**src/rtl/ad9866_spi_responder_if.sv**
```systemverilog
// AD9866 SPI configuration port bundle: master drives sclk/sdio/sen_n, responder returns sdo and decoded results.
// Pure wiring, no latency; no backpressure, the master paces every frame.
interface ad9866_spi_responder_if;
  logic       sclk;
  logic       sdio;
  logic       sen_n;
  logic       sdo;
  logic       wr_stb;
  logic [4:0] wr_addr;
  logic [7:0] wr_data;
  logic [5:0] rx_gain;
  logic       rx_gain_sel;
  logic       frame_err;

  modport master (
    output sclk, sdio, sen_n,
    input  sdo, wr_stb, wr_addr, wr_data, rx_gain, rx_gain_sel, frame_err
  );

  modport slave (
    input  sclk, sdio, sen_n,
    output sdo, wr_stb, wr_addr, wr_data, rx_gain, rx_gain_sel, frame_err
  );
endinterface

```
**src/rtl/ad9866_spi_responder.sv**
```systemverilog
// AD9866 SPI responder: 16-bit frames, shadow regs, RX gain decode; AD9866_SPI_READBACK_EN adds sdo readback.
// Write commits 1 clk after the 16th sclk rise, rx_gain 1 clk later; no backpressure (master-paced).
module ad9866_spi_responder #(
  parameter int         NREGS     = 20,
  parameter logic [4:0] GAIN_ADDR = 5'h0a
) (
  input  logic                 clk,
  input  logic                 reset,
  ad9866_spi_responder_if.slave bus
);
  localparam logic [5:0] NREGS_W = 6'(NREGS);

  typedef enum logic [1:0] {IDLE = 2'd0, SHIFT = 2'd1, HOLD = 2'd2} state_t;

  state_t      state;
  state_t      state_nxt;
  logic        sclk_d;
  logic        rise;
  logic        take;
  logic        last;
  logic        abort;
  logic        commit;
  // Only 15 bits are stored: the 16th bit is taken straight from sdio at commit.
  logic [14:0] sr;
  logic [14:0] sr_nxt;
  logic [4:0]  bitcnt;
  logic [7:0]  regs [NREGS];
  logic [4:0]  frame_addr;
  logic [7:0]  frame_data;

  logic        wr_stb_q;
  logic [4:0]  wr_addr_q;
  logic [7:0]  wr_data_q;
  logic [5:0]  rx_gain_q;
  logic        rx_gain_sel_q;
  logic        frame_err_q;

  assign rise       = bus.sclk & ~sclk_d;
  assign frame_addr = sr[11:7];
  assign frame_data = {sr[6:0], bus.sdio};

  always_ff @(posedge clk or posedge reset) begin
    if (reset) state <= IDLE;
    else       state <= state_nxt;
  end

  always_comb begin
    state_nxt = state;
    case (state)
      IDLE:    if (!bus.sen_n) state_nxt = SHIFT;
      SHIFT:   if (last) state_nxt = HOLD;
               else if (bus.sen_n) state_nxt = IDLE;
      HOLD:    if (bus.sen_n) state_nxt = IDLE;
      default: state_nxt = IDLE;
    endcase
  end

  // The final rise still counts when sen_n lifts on the same clk.
  always_comb begin
    take   = 1'b0;
    sr_nxt = {sr[13:0], bus.sdio};
    case (state)
      IDLE: begin
        take   = rise & ~bus.sen_n;
        sr_nxt = {14'd0, bus.sdio};
      end
      SHIFT:   take = rise & (~bus.sen_n | (bitcnt == 5'd15));
      default: take = 1'b0;
    endcase
    last   = (state == SHIFT) & take & (bitcnt == 5'd15);
    abort  = (state == SHIFT) & bus.sen_n & ~last & (bitcnt != 5'd0);
    commit = last & ~sr[14] & ({1'b0, frame_addr} < NREGS_W);
  end

  always_ff @(posedge clk or posedge reset) begin
    if (reset) begin
      sclk_d <= 1'b0;
      sr     <= '0;
      bitcnt <= '0;
    end else begin
      sclk_d <= bus.sclk;
      if (take) begin
        sr     <= sr_nxt;
        bitcnt <= (state == IDLE) ? 5'd1 : bitcnt + 5'd1;
      end else if (state == IDLE) begin
        sr     <= '0;
        bitcnt <= '0;
      end
    end
  end

  always_ff @(posedge clk or posedge reset) begin
    if (reset) begin
      for (int i = 0; i < NREGS; i++) regs[i] <= 8'h00;
      wr_stb_q      <= 1'b0;
      wr_addr_q     <= '0;
      wr_data_q     <= '0;
      frame_err_q   <= 1'b0;
      rx_gain_q     <= '0;
      rx_gain_sel_q <= 1'b0;
    end else begin
      wr_stb_q    <= commit;
      frame_err_q <= abort;
      if (commit) begin
        regs[frame_addr] <= frame_data;
        wr_addr_q        <= frame_addr;
        wr_data_q        <= frame_data;
      end
      rx_gain_q     <= regs[GAIN_ADDR][5:0];
      rx_gain_sel_q <= regs[GAIN_ADDR][6];
    end
  end

  assign bus.wr_stb      = wr_stb_q;
  assign bus.wr_addr     = wr_addr_q;
  assign bus.wr_data     = wr_data_q;
  assign bus.frame_err   = frame_err_q;
  assign bus.rx_gain     = rx_gain_q;
  assign bus.rx_gain_sel = rx_gain_sel_q;

`ifdef AD9866_SPI_READBACK_EN
  logic       rd_load;
  logic       rd_active;
  logic [4:0] rd_addr;
  logic [7:0] rd_val;
  logic [7:0] out_sr;

  // At the 8th rise sr[6] is R/W and sr[3:0] plus sdio form the address.
  assign rd_load = (state == SHIFT) & take & (bitcnt == 5'd7) & sr[6];
  assign rd_addr = {sr[3:0], bus.sdio};
  assign rd_val  = ({1'b0, rd_addr} < NREGS_W) ? regs[rd_addr] : 8'h00;

  always_ff @(posedge clk or posedge reset) begin
    if (reset) begin
      out_sr    <= '0;
      rd_active <= 1'b0;
    end else if (rd_load) begin
      out_sr    <= rd_val;
      rd_active <= 1'b1;
    end else if (last || state_nxt == IDLE) begin
      out_sr    <= '0;
      rd_active <= 1'b0;
    end else if (take && rd_active) begin
      out_sr <= {out_sr[6:0], 1'b0};
    end
  end

  assign bus.sdo = rd_active & out_sr[7];
`else
  assign bus.sdo = 1'b0;
`endif
endmodule

```
**src/flat_wrapper.sv**
```systemverilog
// flat-port wrapper written by rule: the top's interface ports become plain ports
module ad9866_spi_responder_flat 
#(
  parameter int         NREGS     = 20,
  parameter logic [4:0] GAIN_ADDR = 5'h0a
)
  (clk, reset, bus_sclk, bus_sdio, bus_sen_n, bus_sdo, bus_wr_stb, bus_wr_addr, bus_wr_data, bus_rx_gain, bus_rx_gain_sel, bus_frame_err);
  ad9866_spi_responder_if bus_i ();
  input  logic clk;
  input  logic reset;
  input wire logic [$bits(bus_i.sclk)-1:0] bus_sclk;
  input wire logic [$bits(bus_i.sdio)-1:0] bus_sdio;
  input wire logic [$bits(bus_i.sen_n)-1:0] bus_sen_n;
  output wire logic [$bits(bus_i.sdo)-1:0] bus_sdo;
  output wire logic [$bits(bus_i.wr_stb)-1:0] bus_wr_stb;
  output wire logic [$bits(bus_i.wr_addr)-1:0] bus_wr_addr;
  output wire logic [$bits(bus_i.wr_data)-1:0] bus_wr_data;
  output wire logic [$bits(bus_i.rx_gain)-1:0] bus_rx_gain;
  output wire logic [$bits(bus_i.rx_gain_sel)-1:0] bus_rx_gain_sel;
  output wire logic [$bits(bus_i.frame_err)-1:0] bus_frame_err;
  assign bus_i.sclk = bus_sclk;
  assign bus_i.sdio = bus_sdio;
  assign bus_i.sen_n = bus_sen_n;
  assign bus_sdo = bus_i.sdo;
  assign bus_wr_stb = bus_i.wr_stb;
  assign bus_wr_addr = bus_i.wr_addr;
  assign bus_wr_data = bus_i.wr_data;
  assign bus_rx_gain = bus_i.rx_gain;
  assign bus_rx_gain_sel = bus_i.rx_gain_sel;
  assign bus_frame_err = bus_i.frame_err;
  ad9866_spi_responder #(.NREGS(NREGS), .GAIN_ADDR(GAIN_ADDR)) u_core (.clk(clk), .reset(reset), .bus(bus_i));
endmodule
```
**config.mk**
```make
export PLATFORM = sky130hd
export DESIGN_NAME = ad9866_spi_responder_flat
export DESIGN_NICKNAME = d
export VERILOG_FILES = /design/src/rtl/ad9866_spi_responder_if.sv /design/src/rtl/ad9866_spi_responder.sv /design/src/flat_wrapper.sv
export SDC_FILE = /design/constraint.sdc
export NUM_CORES = 1
export LEC_CHECK = 0
export ABC_AREA = 1
export CAP_MARGIN = 20
export CORE_ASPECT_RATIO = 0.5
export CORE_UTILIZATION = 58
export DETAILED_ROUTE_END_ITERATION = 16
export PLACE_DENSITY = 0.83
export REMOVE_ABC_BUFFERS = 1
export SLEW_MARGIN = 20
export SYNTH_ARGS = -nofsm -noshare
export SYNTH_HDL_FRONTEND = slang
export SYNTH_SLANG_ARGS = --single-unit
export TNS_END_PERCENT = 50
```
**constraint.sdc**
```tcl
create_clock -name clk -period 2.4 [get_ports clk]
set_input_delay 0.36 -clock clk [delete_from_list [all_inputs] [get_ports clk]]
set_output_delay 0.36 -clock clk [all_outputs]
set_load 0.005 [all_outputs]
```
==> key figures <==
Status
  • Status: finished clean

Route
  • Total vias in the final route: 1,630
  • First-pass DRT Iterations: 4
  • Final wirelength: ~4100 um
  • DRT antenna net count: 0
  • DRC: 0
  • Initial DRC count: 137
  • Avg WL per Cell: 13.5 um
  • DR vias/cell: 5.40

Clock network
  • CTS Buf Count: 5
  • Clk sinks: 52
  • H-Tree Level Count: 2
  • Clock Path Buffers: 2
  • CTS resizes: 0
  • Clock-pin slew on the worst setup and hold paths: 0.10 ns
  • Post-CTS setup buffer count: 0
  • Clk root buf: clkbuf_8
  • Clock Latency Late Sink: 0.32 ns
  • Hold buffers post-CTS: 0
  • Clock tree from TritonCTS: done

Die
  • IO Pins: 28
  • Die area: 3930 um2
  • Die Height: ~45 um
  • Core footprint: 3470 um2
  • Placement Rows: 15
  • Initial Utilization: 0.613
  • Die width: 87.7 um

Power
  • Static Leak: 0.00120 uW
  • Clock network power share: 0.360
  • Pwr/cell area: 589 nW/um2
  • Max IR drop VDD: approximately 300 uV
  • Cell internal pwr: 1110 uW
  • Gate power share: 0.041
  • Reg power frac: 0.599
  • Sw frac: 0.249
  • NetSw: between 300 and 400 uW

Critical path
  • Levels on crit path: 10
  • Crit path arrival time: 2.21 ns
  • CP Launch Type: flip-flop
  • Most used cell, CP: nand2_1
  • Sequence of cells on the critical path: ha_1 > nand2_1 > nor2_1 > ha_1 > nand3_2 > nor2_2 > nand2_4 > inv_2 > nand2_1 > nand2_1
  • WS Path Type: flip-flop to flip-flop
  • CP Max Fanout: 18
  • CP required: 2.66 ns
  • CP peak stage delay: 0.42 ns
  • CP bufs+invs: 1
  • Cells on worst reg2reg path: 10
  • Critical path's top delay family: simple AND/OR/NAND/NOR gates
  • Crit. End Element: flip-flop
  • CP max-delay cell: dfrtp_1

Timing
  • RSZ-0062 raised after global routing: false
  • Fin worst setup slack: 0.452 ns
  • Relative slew slack: 0.621
  • Least-Margin Pin Slew: 0.568 ns
  • Setup violations, final: 0
  • Tmin final: between 1.5 and 2 ns
  • Setup TNS: 0 ns
  • Max Clk Rate: 513 MHz
  • Final hold viol count: 0
  • Max-slew violations: 0
  • Crit share post-route: 0.812
  • Clock Skew: 0.00544 ns

Synth
  • Post-synth top area cell: dfrtp_1
  • Fraction of registers with async set/reset: 1.00
  • Synth Area in Compound Gates: 0.0611
  • Avg Cell Area, Syn: between 9 and 10 um2
  • Largest family of logic cells by synthesized area: simple AND/OR/NAND/NOR gates
  • Top FF cell, synth: dfrtp_1
  • Top cells by area, synth: dfrtp_1, nand2_1, nand3_1, o21ai_0, nand4_1
  • Netlist cell types: 23
  • #FFs+latches synth: 52
  • Most frequent cell after synthesis: nand2_1
  • Seq/Total Area, Yosys: 0.611
  • Number of flops mapped to enable cells by yosys: 0
  • Mapped Area: around 2100 um2
  • Simple-Gate Fraction of Synth Area: 0.243
  • Synth Instances: 223
  • Mux share of post-synthesis cell area: 0
  • Xor and xnor area share after synthesis: 0.00823
  • Synth Area in Adders: 0.0176
  • Synth top area share: 0.611
  • Synth top cells by count: nand2_1, dfrtp_1, nand3_1
  • Yosys warnings: 0

Finish
  • Layout cells sized above 1: 0.0956
  • Synth-to-Final Area Change: 18.1%
  • Diodes inserted: 0
  • Final net count: 258

Worst hold path
  • Worst min path class: input pin to asynchronous set/reset pin

Place
  • Gpl congestion: 0.783
  • I/O Buffers: 26
  • Hpwl dp: 2790 um
  • Place WS: 0.504 ns

Flow run
  • Maxcap violations: 0

Global routing
  • Largest net degree at the start of global routing: 39
  • Global-route usage over all layers: 0.228
  • Global route overflow: 0
  • Initial antenna violation count: 0
  • First-pass GRT wire length: 6530 um
  • Vias in the first global route: around 1,400
sequential cells by signal, summed over array words and instances, names as in the netlist:
register / flops
u_core.bus.rx_gain: 6
u_core.bus.wr_addr: 5
u_core.bitcnt: 5
u_core.sr: 15
u_core.bus.rx_gain_sel: 1
u_core.bus.frame_err: 1
u_core.bus.wr_data: 8
u_core.state: 2
u_core.regs: 7
u_core.bus.wr_stb: 1
u_core.sclk_d: 1
metrics by stage:
step / hold WS, ns / std cells / power, uW / util / instance area, um2
6_report: 0.318 / 302 / 1480 / 0.724 / 2510
5_1_grt: 0.362 / 302 / 1510 / 0.724 / 2510
4_1_cts: 0.337 / 302 / 1480 / 0.724 / 2510
3_5_place_dp: 0.365 / 294 / 965 / 0.697 / 2420
3_3_place_gp: 0.361 / 294 / 962 / 0.697 / 2420
2_1_floorplan: 0.354 / 213 / 939 / - / 2060
final timing paths:
check / end / from / slack, ns
worst max register to register: u_core.bus.wr_data[7]$_DFFE_PP0P_ / u_core.bitcnt[0]$_DFFE_PP0P_ / 0.45
min in group clk: u_core.bus.rx_gain[0]$_DFF_PP0_ / u_core.regs[72]$_DFFE_PP0P_ / 0.38
worst min register to register: u_core.bus.rx_gain[0]$_DFF_PP0_ / u_core.regs[72]$_DFFE_PP0P_ / 0.38
worst min-delay path: u_core.bus.wr_data[7]$_DFFE_PP0P_ / reset / 0.32
max in group asynchronous: u_core.bitcnt[4]$_DFFE_PP0P_ / reset / 1.49
worst max-delay path: u_core.bus.wr_data[7]$_DFFE_PP0P_ / u_core.bitcnt[0]$_DFFE_PP0P_ / 0.45
power groups by stage:
stage               registers, uW  clock network, uW  logic (uW)
CTS                           886                527        62.5
global route                  888                556        69.2
detailed placement            904                  0        61.0
global placement              903                  0        58.5
finish                        887                533        61.1
floorplan                     903                  0        35.9
layer usage:
metal / GRT usage / vias up / part of all wire
met1: 0.277 / 795 / 0.44
met3: 0.0585 / 12 / 0.047
li1: - / 780 / -
met5: 0 / - / 0
met4: 0.102 / 0 / 0.022
met2: 0.398 / 43 / 0.49
worst reg2reg max path, delay by kind of cell (launching register included):
kind,cells,cell delay (ns)
simple gates,7,0.90
flops,1,0.42
fa+ha+maj,2,0.38
buf+inv,1,0.19
logic make-up (layout without fill, tap and decap cells):
family | after synthesis | count (layout)
simple gates | 117 | 117
flops | 52 | 52
buf+inv | 25 | 53
compound gates | 23 | 23
fa+ha+maj | 3 | 3
xor+xnor | 2 | 2
other cells | 1 | 1
cells in the final DEF (no fill, tap or decap):
cell type	count
nand2_1	73
clkbuf_8	5
clkdlybuf4s50_1	26
inv_8	1
nor3_1	1
a21oi_4	1
conb_1	1
o32ai_1	1
clkinv_4	1
ha_1	3
nand3_1	24
buf_4	4
nand2_4	1
o21ai_0	19
dfrtp_1	52
inv_1	9
nor2_2	2
nand3_2	2
o21ai_1	2
clkinvlp_4	1
nand4_1	9
xor2_1	2
inv_2	6
nor2_1	5
cell type report:
cell class	count	area, um2
Multi-Input combinational cell	146	707
Timing Repair Buffer	30	290
Sequential cell	52	1300
Tap cell	51	63.8
Clock buffer	5	68.8
Clock inverter	3	27.5
Fill cell	244	957
Inverter	15	56.3
No activity file was read; power rests on OpenSTA's default activity.
